**src/rtl/hazard_ctrl_if.sv**
```systemverilog
// Hazard controller port bundle: pipeline-latch fields in, forwarding
// selects, stall and mult/div status out. The controller uses the slave
// modport; the pipeline (or a bench) drives through the master modport.
interface hazard_ctrl_if #(
    parameter int NREG = 32
);
    localparam int RW = $clog2(NREG);

    // Instruction in X (D/X latch)
    logic [RW-1:0] dx_rs;
    logic [RW-1:0] dx_rt;
    logic [RW-1:0] dx_rd;
    logic          dx_use_rs;
    logic          dx_use_rt;
    logic          dx_use_rd;
    logic          dx_wr;
    logic          dx_sw;
    logic          dx_md;
    // Instruction in M (X/M latch)
    logic [RW-1:0] xm_rd;
    logic          xm_wr;
    logic          xm_lw;
    // Instruction in W (M/W latch)
    logic [RW-1:0] mw_rd;
    logic          mw_wr;
    // Mult/div unit handshake
    logic          md_ready;
    // Controller outputs
    logic [1:0]    fwd_a;
    logic [1:0]    fwd_b;
    logic [1:0]    fwd_d;
    logic          wm_fwd;
    logic          stall;
    logic          md_busy;
    logic          md_wb;
    logic [RW-1:0] md_dest;
    logic          md_timeout;

    modport slave (
        input  dx_rs, dx_rt, dx_rd, dx_use_rs, dx_use_rt, dx_use_rd,
        input  dx_wr, dx_sw, dx_md, xm_rd, xm_wr, xm_lw, mw_rd, mw_wr, md_ready,
        output fwd_a, fwd_b, fwd_d, wm_fwd, stall, md_busy, md_wb, md_dest, md_timeout
    );

    modport master (
        output dx_rs, dx_rt, dx_rd, dx_use_rs, dx_use_rt, dx_use_rd,
        output dx_wr, dx_sw, dx_md, xm_rd, xm_wr, xm_lw, mw_rd, mw_wr, md_ready,
        input  fwd_a, fwd_b, fwd_d, wm_fwd, stall, md_busy, md_wb, md_dest, md_timeout
    );
endinterface

```
**src/rtl/hazard_ctrl.sv**
```systemverilog
// Hazard and forwarding controller for a 5-stage pipeline with a multi-cycle
// mult/div unit. Forwarding selects and stall are combinational; a one-deep
// scoreboard plus IDLE/BUSY/WB FSM tracks the outstanding mult/div result and
// claims the W writeback port for exactly one cycle when it arrives.
// Optional feature: define HAZ_WM_BYPASS_EN to enable the W->M store-data
// bypass; without it, a store whose data register is being produced in M is
// held one cycle so the value can come from W instead.
module hazard_ctrl #(
    parameter int NREG          = 32,
    parameter int MD_MAX_CYCLES = 64
) (
    input  logic         clock,
    input  logic         reset_n,
    hazard_ctrl_if.slave bus
);
    localparam int RW = $clog2(NREG);
    localparam int CW = $clog2(MD_MAX_CYCLES + 1);
    localparam logic [CW-1:0] CNT_MAX = CW'(MD_MAX_CYCLES);

    typedef enum logic [1:0] {
        S_IDLE = 2'd0,
        S_BUSY = 2'd1,
        S_WB   = 2'd2
    } md_state_t;

    md_state_t         r_state;
    md_state_t         w_state_next;
    logic [NREG-1:0]   r_busy;
    logic [RW-1:0]     r_md_dest;
    logic [CW-1:0]     r_cnt;
    logic [CW-1:0]     w_cnt_next;
    logic              r_timeout;
    logic              w_haz_stall;
    logic              w_stall;
    logic              w_issue;
    logic              w_md_wb;
    logic              w_load_use;
    logic              w_sb_stall;
    logic              w_struct_stall;
    logic              w_sw_extra;

    // Register 0 is hardwired, so it never creates a dependency.
    function automatic logic f_match(input logic [RW-1:0] a, input logic [RW-1:0] b);
        return (a == b) && (a != '0);
    endfunction

    // M has priority over W because it holds the younger producer.
    function automatic logic [1:0] f_fwd(input logic use_src, input logic [RW-1:0] src,
                                         input logic [RW-1:0] m_rd, input logic m_wr,
                                         input logic [RW-1:0] w_rd, input logic w_wr);
        if (use_src && m_wr && f_match(src, m_rd))
            return 2'd1;
        else if (use_src && w_wr && f_match(src, w_rd))
            return 2'd2;
        else
            return 2'd0;
    endfunction

    assign bus.fwd_a = f_fwd(bus.dx_use_rs, bus.dx_rs, bus.xm_rd, bus.xm_wr, bus.mw_rd, bus.mw_wr);
    assign bus.fwd_b = f_fwd(bus.dx_use_rt, bus.dx_rt, bus.xm_rd, bus.xm_wr, bus.mw_rd, bus.mw_wr);
    assign bus.fwd_d = f_fwd(bus.dx_use_rd, bus.dx_rd, bus.xm_rd, bus.xm_wr, bus.mw_rd, bus.mw_wr);

    // Interlocks that do not depend on the FSM output cycle (WB stall added below).
    always_comb begin
        w_load_use = bus.xm_lw && bus.xm_wr &&
                     ((bus.dx_use_rs && f_match(bus.dx_rs, bus.xm_rd)) ||
                      (bus.dx_use_rt && f_match(bus.dx_rt, bus.xm_rd)) ||
                      (bus.dx_use_rd && !bus.dx_sw && f_match(bus.dx_rd, bus.xm_rd)));
        w_sb_stall = (bus.dx_use_rs && r_busy[bus.dx_rs]) ||
                     (bus.dx_use_rt && r_busy[bus.dx_rt]) ||
                     (bus.dx_use_rd && r_busy[bus.dx_rd]) ||
                     (bus.dx_wr     && r_busy[bus.dx_rd]);
        w_struct_stall = bus.dx_md && (r_state != S_IDLE);
`ifdef HAZ_WM_BYPASS_EN
        w_sw_extra = 1'b0;
`else
        w_sw_extra = bus.dx_sw && bus.xm_wr && f_match(bus.dx_rd, bus.xm_rd);
`endif
        w_haz_stall = w_load_use || w_sb_stall || w_struct_stall || w_sw_extra;
    end

    // FSM next state, issue decision and WB-cycle outputs.
    always_comb begin
        // NOTE: every signal gets a default before the case so no path leaves it unassigned (no latch).
        w_state_next = r_state;
        w_stall      = w_haz_stall;
        w_issue      = 1'b0;
        w_md_wb      = 1'b0;
        unique case (r_state)
            S_IDLE: begin
                if (bus.dx_md && !w_haz_stall) begin
                    w_issue      = 1'b1;
                    w_state_next = S_BUSY;
                end
            end
            S_BUSY: begin
                if (bus.md_ready)
                    w_state_next = S_WB;
            end
            S_WB: begin
                w_md_wb      = 1'b1;
                w_stall      = 1'b1;
                w_state_next = S_IDLE;
            end
            default: w_state_next = S_IDLE;
        endcase
    end

    // FSM state register.
    always_ff @(posedge clock) begin
        // NOTE: sequential state uses non-blocking assignment so every flop samples pre-edge values.
        if (!reset_n)
            r_state <= S_IDLE;
        else
            r_state <= w_state_next;
    end

    // Watchdog counter: saturates at the limit so the sticky flag cannot wrap.
    always_comb begin
        w_cnt_next = (r_cnt == CNT_MAX) ? r_cnt : r_cnt + 1'b1;
    end

    // Scoreboard, destination latch and watchdog.
    always_ff @(posedge clock) begin
        // NOTE: the scoreboard is a plain flop vector, so it is cleared by reset like any other state.
        if (!reset_n) begin
            r_busy    <= '0;
            r_md_dest <= '0;
            r_cnt     <= '0;
            r_timeout <= 1'b0;
        end else begin
            if (w_issue) begin
                if (bus.dx_rd != '0)
                    r_busy[bus.dx_rd] <= 1'b1;
                r_md_dest <= bus.dx_rd;
                r_cnt     <= '0;
            end else if (r_state == S_BUSY) begin
                r_cnt <= w_cnt_next;
                if (w_cnt_next == CNT_MAX)
                    r_timeout <= 1'b1;
            end
            if (r_state == S_WB)
                r_busy[r_md_dest] <= 1'b0;
        end
    end

`ifdef HAZ_WM_BYPASS_EN
    logic          r_m_sw;
    logic [RW-1:0] r_m_sw_rd;

    // Track the store entering M; a stall injects a bubble instead.
    always_ff @(posedge clock) begin
        if (!reset_n) begin
            r_m_sw    <= 1'b0;
            r_m_sw_rd <= '0;
        end else begin
            r_m_sw    <= bus.dx_sw && !w_stall;
            r_m_sw_rd <= bus.dx_rd;
        end
    end

    assign bus.wm_fwd = r_m_sw && bus.mw_wr && f_match(r_m_sw_rd, bus.mw_rd);
`else
    assign bus.wm_fwd = 1'b0;
`endif

    assign bus.stall      = w_stall;
    assign bus.md_busy    = (r_state != S_IDLE);
    assign bus.md_wb      = w_md_wb;
    assign bus.md_dest    = r_md_dest;
    assign bus.md_timeout = r_timeout;
endmodule
```
**src/flat_wrapper.sv**
```systemverilog
// flat-port wrapper written by rule: the top's interface ports become plain ports
module hazard_ctrl_flat 
#(
    parameter int NREG          = 32,
    parameter int MD_MAX_CYCLES = 64
)
  (clock, reset_n, bus_dx_rs, bus_dx_rt, bus_dx_rd, bus_dx_use_rs, bus_dx_use_rt, bus_dx_use_rd, bus_dx_wr, bus_dx_sw, bus_dx_md, bus_xm_rd, bus_xm_wr, bus_xm_lw, bus_mw_rd, bus_mw_wr, bus_md_ready, bus_fwd_a, bus_fwd_b, bus_fwd_d, bus_wm_fwd, bus_stall, bus_md_busy, bus_md_wb, bus_md_dest, bus_md_timeout);
  hazard_ctrl_if #(.NREG(NREG)) bus_i ();
  input  logic clock;
  input  logic reset_n;
  input wire logic [$bits(bus_i.dx_rs)-1:0] bus_dx_rs;
  input wire logic [$bits(bus_i.dx_rt)-1:0] bus_dx_rt;
  input wire logic [$bits(bus_i.dx_rd)-1:0] bus_dx_rd;
  input wire logic [$bits(bus_i.dx_use_rs)-1:0] bus_dx_use_rs;
  input wire logic [$bits(bus_i.dx_use_rt)-1:0] bus_dx_use_rt;
  input wire logic [$bits(bus_i.dx_use_rd)-1:0] bus_dx_use_rd;
  input wire logic [$bits(bus_i.dx_wr)-1:0] bus_dx_wr;
  input wire logic [$bits(bus_i.dx_sw)-1:0] bus_dx_sw;
  input wire logic [$bits(bus_i.dx_md)-1:0] bus_dx_md;
  input wire logic [$bits(bus_i.xm_rd)-1:0] bus_xm_rd;
  input wire logic [$bits(bus_i.xm_wr)-1:0] bus_xm_wr;
  input wire logic [$bits(bus_i.xm_lw)-1:0] bus_xm_lw;
  input wire logic [$bits(bus_i.mw_rd)-1:0] bus_mw_rd;
  input wire logic [$bits(bus_i.mw_wr)-1:0] bus_mw_wr;
  input wire logic [$bits(bus_i.md_ready)-1:0] bus_md_ready;
  output wire logic [$bits(bus_i.fwd_a)-1:0] bus_fwd_a;
  output wire logic [$bits(bus_i.fwd_b)-1:0] bus_fwd_b;
  output wire logic [$bits(bus_i.fwd_d)-1:0] bus_fwd_d;
  output wire logic [$bits(bus_i.wm_fwd)-1:0] bus_wm_fwd;
  output wire logic [$bits(bus_i.stall)-1:0] bus_stall;
  output wire logic [$bits(bus_i.md_busy)-1:0] bus_md_busy;
  output wire logic [$bits(bus_i.md_wb)-1:0] bus_md_wb;
  output wire logic [$bits(bus_i.md_dest)-1:0] bus_md_dest;
  output wire logic [$bits(bus_i.md_timeout)-1:0] bus_md_timeout;
  assign bus_i.dx_rs = bus_dx_rs;
  assign bus_i.dx_rt = bus_dx_rt;
  assign bus_i.dx_rd = bus_dx_rd;
  assign bus_i.dx_use_rs = bus_dx_use_rs;
  assign bus_i.dx_use_rt = bus_dx_use_rt;
  assign bus_i.dx_use_rd = bus_dx_use_rd;
  assign bus_i.dx_wr = bus_dx_wr;
  assign bus_i.dx_sw = bus_dx_sw;
  assign bus_i.dx_md = bus_dx_md;
  assign bus_i.xm_rd = bus_xm_rd;
  assign bus_i.xm_wr = bus_xm_wr;
  assign bus_i.xm_lw = bus_xm_lw;
  assign bus_i.mw_rd = bus_mw_rd;
  assign bus_i.mw_wr = bus_mw_wr;
  assign bus_i.md_ready = bus_md_ready;
  assign bus_fwd_a = bus_i.fwd_a;
  assign bus_fwd_b = bus_i.fwd_b;
  assign bus_fwd_d = bus_i.fwd_d;
  assign bus_wm_fwd = bus_i.wm_fwd;
  assign bus_stall = bus_i.stall;
  assign bus_md_busy = bus_i.md_busy;
  assign bus_md_wb = bus_i.md_wb;
  assign bus_md_dest = bus_i.md_dest;
  assign bus_md_timeout = bus_i.md_timeout;
  hazard_ctrl #(.NREG(NREG), .MD_MAX_CYCLES(MD_MAX_CYCLES)) u_core (.clock(clock), .reset_n(reset_n), .bus(bus_i));
endmodule
```
**config.mk**
```make
export PLATFORM = sky130hd
export DESIGN_NAME = hazard_ctrl_flat
export DESIGN_NICKNAME = d
export VERILOG_FILES = /design/src/rtl/hazard_ctrl_if.sv /design/src/rtl/hazard_ctrl.sv /design/src/flat_wrapper.sv
export SDC_FILE = /design/constraint.sdc
export NUM_CORES = 1
export LEC_CHECK = 0
export ABC_CLOCK_PERIOD_IN_PS = 5880
export CORE_ASPECT_RATIO = 2
export CORE_UTILIZATION = 40
export DETAILED_ROUTE_END_ITERATION = 10
export PLACE_DENSITY = 0.61
export SYNTH_ARGS = -nofsm -noshare
export SYNTH_HDL_FRONTEND = slang
export SYNTH_SLANG_ARGS = --single-unit
```
**constraint.sdc**
```tcl
create_clock -name clock -period 5.88 [get_ports clock]
set_clock_uncertainty 0.15 [all_clocks]
set_input_delay 1.176 -clock clock [delete_from_list [all_inputs] [get_ports clock]]
set_output_delay 1.176 -clock clock [all_outputs]
set_load 0.01 [all_outputs]
```
==> impl_metrics.py, run 1 <==
metrics = {
    "outcome": {
        "outcome": "completed",
    },
    "sta": {
        "fmax_ghz": 0.177,
        "finalCriticalPeriod_ns": 5.64,
        "finalHoldViolCount": 0,
        "finalSetupViolations": 0,
        "maxSlewHeadroom_pct": 48.9,
        "tns_ns": 0,
        "slew_viol_final": 0,
        "worst_slew_pin_slew_ns": 0.764,
        "rsz0062_at_grt": "no",
        "finalCritPeriodShare_pct": 95.9,
    },
    "power": {
        "leakage_nw": 1.60,
        "cell_internal_pwr_w": 0.000571,
        "swShare_pct": 28.6,
        "powerDensity_nw_per_um2": 181,
        "switchingPower_w": 0.000229,
        "combPwrFrac_pct": 22.7,
        "ir_worst_vdd_mv": 0.191,
        "power_w": 0.000799,
        "clkPwrFrac_pct": 35.7,
        "p_seq_share_pct": 41.6,
    },
    "logic_synthesis": {
        "seq_area_frac_synth_pct": 25.7,
        "synthFlopType": "dfxtp_1",
        "synth_adder_area_share_pct": 0.683,
        "synth_cell_types": 57,
        "synth.largest_area_cell": "dfxtp_1",
        "async_reset_ff_share_pct": 0,
        "yosys.area_share.simple_pct": 21.3,
        "synth_edf_count": 0,
        "synth_cells": 428,
        "yosysWarnings": 0,
        "syn_nets": 467,
        "synth_top_family_by_area": "simple AND/OR/NAND/NOR gates",
        "synth_area_leaders": "dfxtp_1 (26%), mux4_2 (8.6%), xor2_1 (4.5%)",
        "synthMuxAreaShare_pct": 16.9,
        "ys_top_cells_by_count": "dfxtp_1 (47), nor2_1 (36), o21ai_0 (32), clkbuf_1 (29), nand2_1 (20)",
        "netlist.area_leader.share_pct": 25.7,
        "synth-seq-cells": 47,
        "netlist_area_um2": 3660,
        "synth-compound-area-share_pct": 20.2,
        "synth.most_common_cell": "dfxtp_1",
        "synth_xor_area_share_pct": 8.85,
        "postSynthAreaPerCell_um2": 8.56,
    },
    "job": {
        "drv_cap": 0,
    },
    "clock_network": {
        "clk_pin_slew_ns": 0.06,
        "insertion_delay_ns": 0.29,
        "post_cts_buffers": 0,
        "holdBufCountCts": 0,
        "cts_resized": 0,
        "clockBufferDepth": 2,
        "cts_tree": "done",
        "numCtsBuffers": 5,
        "clock_tree.root_cell": "clkbuf_16",
        "htreeDepth": 2,
        "clock-sinks": 47,
    },
    "critical_path": {
        "critical_path_arrival_ns": 4.31,
        "worst-path-buf-inv": 2,
        "cp_max_fo": 7,
        "cpMaxStageDelayCell": "clkdlybuf4s50_1",
        "required_ns": 4.55,
        "crit_family": "buffers and inverters",
        "cp-start-kind": "input port",
        "slowest_delay_ns": 0.75,
        "crit_chain": "clkdlybuf4s50_1, mux4_1, mux4_2, a31oi_1, nand3_1, a2111o_1, clkdlybuf4s50_1",
        "crit_top_cell": "clkdlybuf4s50_1",
        "crit_path_end_kind": "primary output",
        "crit_type": "input port to primary output",
    },
    "route": {
        "avgRoutedWirePerCell_um": 21.4,
        "drt_iter0_drc": 310,
        "dr.pass1.iters": 4,
        "vias": 3565,
        "drt_wl_total_um": 12100,
        "viasPerCell": 6.30,
        "drtAntennaViolNets": 0,
        "remaining_drc_errors": 0,
    },
    "grt": {
        "grt_max_degree": 61,
        "antenna_found_initial": 0,
        "grtUsageTotal_pct": 25.2,
        "grt_pass1_vias": 3448,
        "grt_pass1_wl_um": 18400,
        "gr-total-overflow": 0,
    },
    "die": {
        "core_area_um2": 8950,
        "io_pins": 53,
        "dieWidth_um": 69.7,
        "rows": 49,
        "start_util_pct": 40.9,
        "die_h_um": 137,
        "die-area_um2": 9570,
    },
    "final_layout": {
        "fin_util_pct": 49.2,
        "areaGrowthSynthToFinish_pct": 20.3,
        "nets": 503,
        "drive_above_1_share_pct": 13.1,
        "diodes": 0,
        "final_cell_area_um2": 4410,
    },
    "place": {
        "dp_hpwl_um": 9550,
        "gp_congestion": 0.988,
        "port_buffers": 51,
        "place_area_um2": 4260,
    },
    "min_path": {
        "hp-class": "flip-flop to flip-flop",
    },
}
[power groups by stage]
stage | clock network [W] | logic [W] | registers (W)
floorplan | 0 | 0.000108 | 0.000336
global placement | 0 | 0.000178 | 0.000339
detailed placement | 0 | 0.000180 | 0.000340
CTS | 0.000290 | 0.000181 | 0.000333
global route | 0.000305 | 0.000195 | 0.000334
finish | 0.000285 | 0.000181 | 0.000333
[flip-flops by register name (all words and copies together), names as in the netlist]
register and cells:
u_core.bus.md_dest 5, u_core.bus.md_timeout 1, u_core.r_busy 32, u_core.r_cnt 7
u_core.r_state 2
[metrics by stage]
stage | worst slack (ns) | cells | hold slack (ns)
2_1_floorplan | 1.41 | 428 | 0.291
3_3_place_gp | 0.260 | 559 | 0.306
3_5_place_dp | 0.239 | 559 | 0.307
4_1_cts | 0.228 | 566 | 0.327
5_1_grt | 0.123 | 566 | 0.339
6_report | 0.240 | 566 | 0.331
[layer usage]
layer | wire, um | global-route usage (%) | share of wire [%]
met1 | 4180 | 23.9 | 35
met4 | 711 | 19.9 | 5.9
met5 | 0 | 0 | 0
met3 | 494 | 2.63 | 4.1
met2 | 6700 | 48.3 | 55
[worst register-to-register path, delay by kind of cell (launching register included)]
kind	cells	cell delay, ns
AOI/OAI and AO/OA	1	0.37
buffers and inverters	1	0.24
DFF	1	0.34
muxes	2	0.98
and+or+nand+nor	3	0.90
[logic make-up (layout without fill, tap and decap cells)]
kind of cell / Yosys count / in the layout
AOI/OAI and AO/OA: 103 / 103
xor gates and xnor gates: 37 / 37
adders and majority gates: 2 / 2
and+or+nand+nor: 146 / 146
DFF: 47 / 47
buffers and inverters: 52 / 88
muxes: 40 / 40
other: 1 / 1
[layout make-up]
class / count / area [um2]
fill: 884 / 4550
multi-input combinational: 329 / 2490
sequential: 47 / 941
timing repair buffer: 69 / 658
clock buffer: 6 / 139
tap: 102 / 128
inverter: 12 / 45.0
clock inverter: 1 / 5.00
[cell usage in the layout (no fill, tap or decap), types with 5 or more instances in the layout]
master | Yosys | layout
clkdlybuf4s50_1 | 0 | 51
dfxtp_1 | 47 | 47
nor2_1 | 36 | 36
o21ai_0 | 32 | 32
nand2_1 | 20 | 20
xor2_1 | 19 | 19
xnor2_1 | 18 | 18
buf_4 | 1 | 17
mux2i_1 | 15 | 15
nand3_1 | 14 | 14
mux4_2 | 14 | 14
a41oi_1 | 14 | 14
inv_1 | 12 | 12
o2111ai_1 | 12 | 12
and3_1 | 12 | 12
nor4_1 | 11 | 11
o211ai_1 | 10 | 10
mux2_2 | 9 | 9
nand3b_1 | 9 | 9
nand4_1 | 8 | 8
a31oi_1 | 8 | 8
nor3_1 | 8 | 8
nor2b_1 | 5 | 5
clkbuf_16 | 0 | 5
[final timing paths]
| path | to | slack (ns) | startpoint | cells past startpoint |
|---|---|---|---|---|
| setup reg to reg | u_core.r_cnt[5] | 2.81 | u_core.r_busy[23] | 7 |
| hold reg to reg | u_core.bus.md_timeout | 0.33 | u_core.bus.md_timeout | 1 |
| hold / removal | u_core.bus.md_timeout | 0.33 | u_core.bus.md_timeout | 1 |
| setup / recovery | bus_stall | 0.24 | bus_dx_rt[1] | 7 |
(Power assumes the default switching activity.)
==> inputs of run 2 (changes only) <==
Settings changed: CELL_PAD_IN_SITES_DETAIL_PLACEMENT set to 0, CELL_PAD_IN_SITES_GLOBAL_PLACEMENT set to 1, PLACE_DENSITY 0.61 to 0.77.
==> impl_metrics.py, run 2 (synthesis gave the netlist of run 1 again) <==
metrics = {
    "outcome": {
        "outcome": "completed",
    },
    "clock_network": {
        "post_cts_buffers": 0,
        "clock-sinks": 47,
        "clock_tree.root_cell": "clkbuf_16",
        "insertion_delay_ns": 0.29,
        "cts_tree": "done",
        "cts_resized": 0,
        "holdBufCountCts": 0,
        "numCtsBuffers": 5,
        "clk_pin_slew_ns": 0.06,
        "clockBufferDepth": 2,
        "htreeDepth": 2,
    },
    "critical_path": {
        "cp-start-kind": "input port",
        "crit_end": "bus_stall",
        "r2r_cells": 6,
        "crit_type": "input port to primary output",
        "reg2reg_from": "u_core.r_busy[23]",
        "cp_max_fo": 12,
        "cp-startpoint": "bus_dx_rd[2]",
        "required_ns": 4.55,
        "r2r_slack_ns": 2.99,
        "crit_path_end_kind": "primary output",
        "timing.rr.end": "u_core.r_cnt[6]",
        "critical_path_arrival_ns": 4.31,
    },
    "grt": {
        "grt_max_degree": 61,
        "grt_pass1_wl_um": 19700,
        "gr-total-overflow": 0,
        "grt_pass1_vias": 3420,
        "antenna_found_initial": 0,
        "grtUsageTotal_pct": 27.4,
    },
    "min_path": {
        "min_from": "u_core.bus.md_timeout",
        "hp-class": "flip-flop to flip-flop",
    },
    "sta": {
        "finalCritPeriodShare_pct": 95.8,
        "worst_slew_pin_slew_ns": 0.882,
        "fmax_ghz": 0.177,
        "finalHoldViolCount": 0,
        "maxSlewHeadroom_pct": 40.8,
        "rsz0062_at_grt": "no",
        "slew_viol_final": 0,
        "finalCriticalPeriod_ns": 5.63,
        "tns_ns": 0,
        "finalSetupViolations": 0,
    },
    "final_layout": {
        "areaGrowthSynthToFinish_pct": 19.3,
        "largest_reg_flops": 32,
        "regMostFlops": "u_core.r_busy",
        "final_common_cell": "clkdlybuf4s50_1",
        "regArea_um2": 941,
        "fin_cells": 562,
        "drive_above_1_share_pct": 12.2,
        "nets": 500,
        "multi_input_area_um2": 2490,
        "fillCellCount": 904,
        "most-common-layout-cells": "clkdlybuf4s50_1 (51), dfxtp_1 (47), nor2_1 (36)",
        "diodes": 0,
    },
    "place": {
        "gp_congestion": 0.996,
        "dp.cells": 556,
        "dp_hpwl_um": 10300,
        "port_buffers": 51,
    },
    "route": {
        "drt_wl_total_um": 13100,
        "viasPerCell": 6.51,
        "drtAntennaViolNets": 0,
        "dr.pass1.iters": 7,
        "avgRoutedWirePerCell_um": 23.3,
        "remaining_drc_errors": 0,
        "drt_iter0_drc": 311,
        "vias": 3656,
    },
    "power": {
        "leakage_nw": 1.58,
        "ir_worst_vdd_mv": 0.159,
        "powerDensity_nw_per_um2": 178,
    },
    "die": {
        "rows": 49,
        "core_area_um2": 8950,
        "die-area_um2": 9570,
        "die_h_um": 137,
        "io_pins": 53,
        "dieWidth_um": 69.7,
        "start_util_pct": 40.9,
    },
    "job": {
        "drv_cap": 0,
    },
}
==> run 2: through the flow <==
step	instance area (um2)	worst slack, ns	power, W	hold slack, ns	utilization [%]
floorplan	3660	1.41	0.000444	0.291	-
global placement	4240	0.309	0.000518	0.305	47.4
detailed placement	4240	0.280	0.000519	0.321	47.4
CTS	4370	0.279	0.000784	0.335	48.8
global route	4370	0.135	0.000810	0.360	48.8
finish	4370	0.245	0.000778	0.331	48.8
==> run 2: per-layer routing <==
metal / share of wire, % / GRT usage (%) / vias to the layer above
met2: 55 / 53.3 / 175
met4: 7.0 / 18.1 / 0
li1: - / - / 1687
met5: 0 / 0 / -
met3: 4.2 / 2.71 / 58
met1: 33 / 27.0 / 1736
==> run 2: worst min path at each step <==
stage / end / slack [ns] / cells after the start
finish: u_core.bus.md_timeout / 0.33 / 1
global route: u_core.bus.md_timeout / 0.36 / 1
CTS: u_core.bus.md_timeout / 0.34 / 1
detailed placement: u_core.bus.md_timeout / 0.32 / 1
global placement: u_core.bus.md_timeout / 0.30 / 1
floorplan: u_core.r_busy[11] / 0.29 / 2
==> run 2: critical path, stage by stage <==
cell	delay, ns
clkdlybuf4s50_1	0.79
mux2_2	0.40
a222oi_1	0.33
a211o_1	0.17
a41oi_1	0.16
or2_2	0.43
a2111o_1	0.36
clkdlybuf4s50_1	0.48
==> run 2: layout make-up <==
type | instances | share of cell area (%)
inverter | 12 | 1.03
sequential | 47 | 21.5
multi-input combinational | 329 | 57.0
timing repair buffer | 66 | 14.6
tap | 102 | 2.92
clock buffer | 6 | 2.95
==> run 2: power breakdown <==
| part | leakage [nW] | internal (W) | switching, W |
|---|---|---|---|
| Sequential | 0.380 | 0.000324 | 0.00000932 |
| Combinational | 1.14 | 0.0000795 | 0.000101 |
| Clock | 0.0628 | 0.000153 | 0.000111 |
==> inputs of run 3 (changes only) <==
Settings changed: CAP_MARGIN set to 20, HOLD_SLACK_MARGIN set to 0.06.
==> results of run 3 <==
Same layout as run 2: the final DEF is identical, and so are final timing and power.
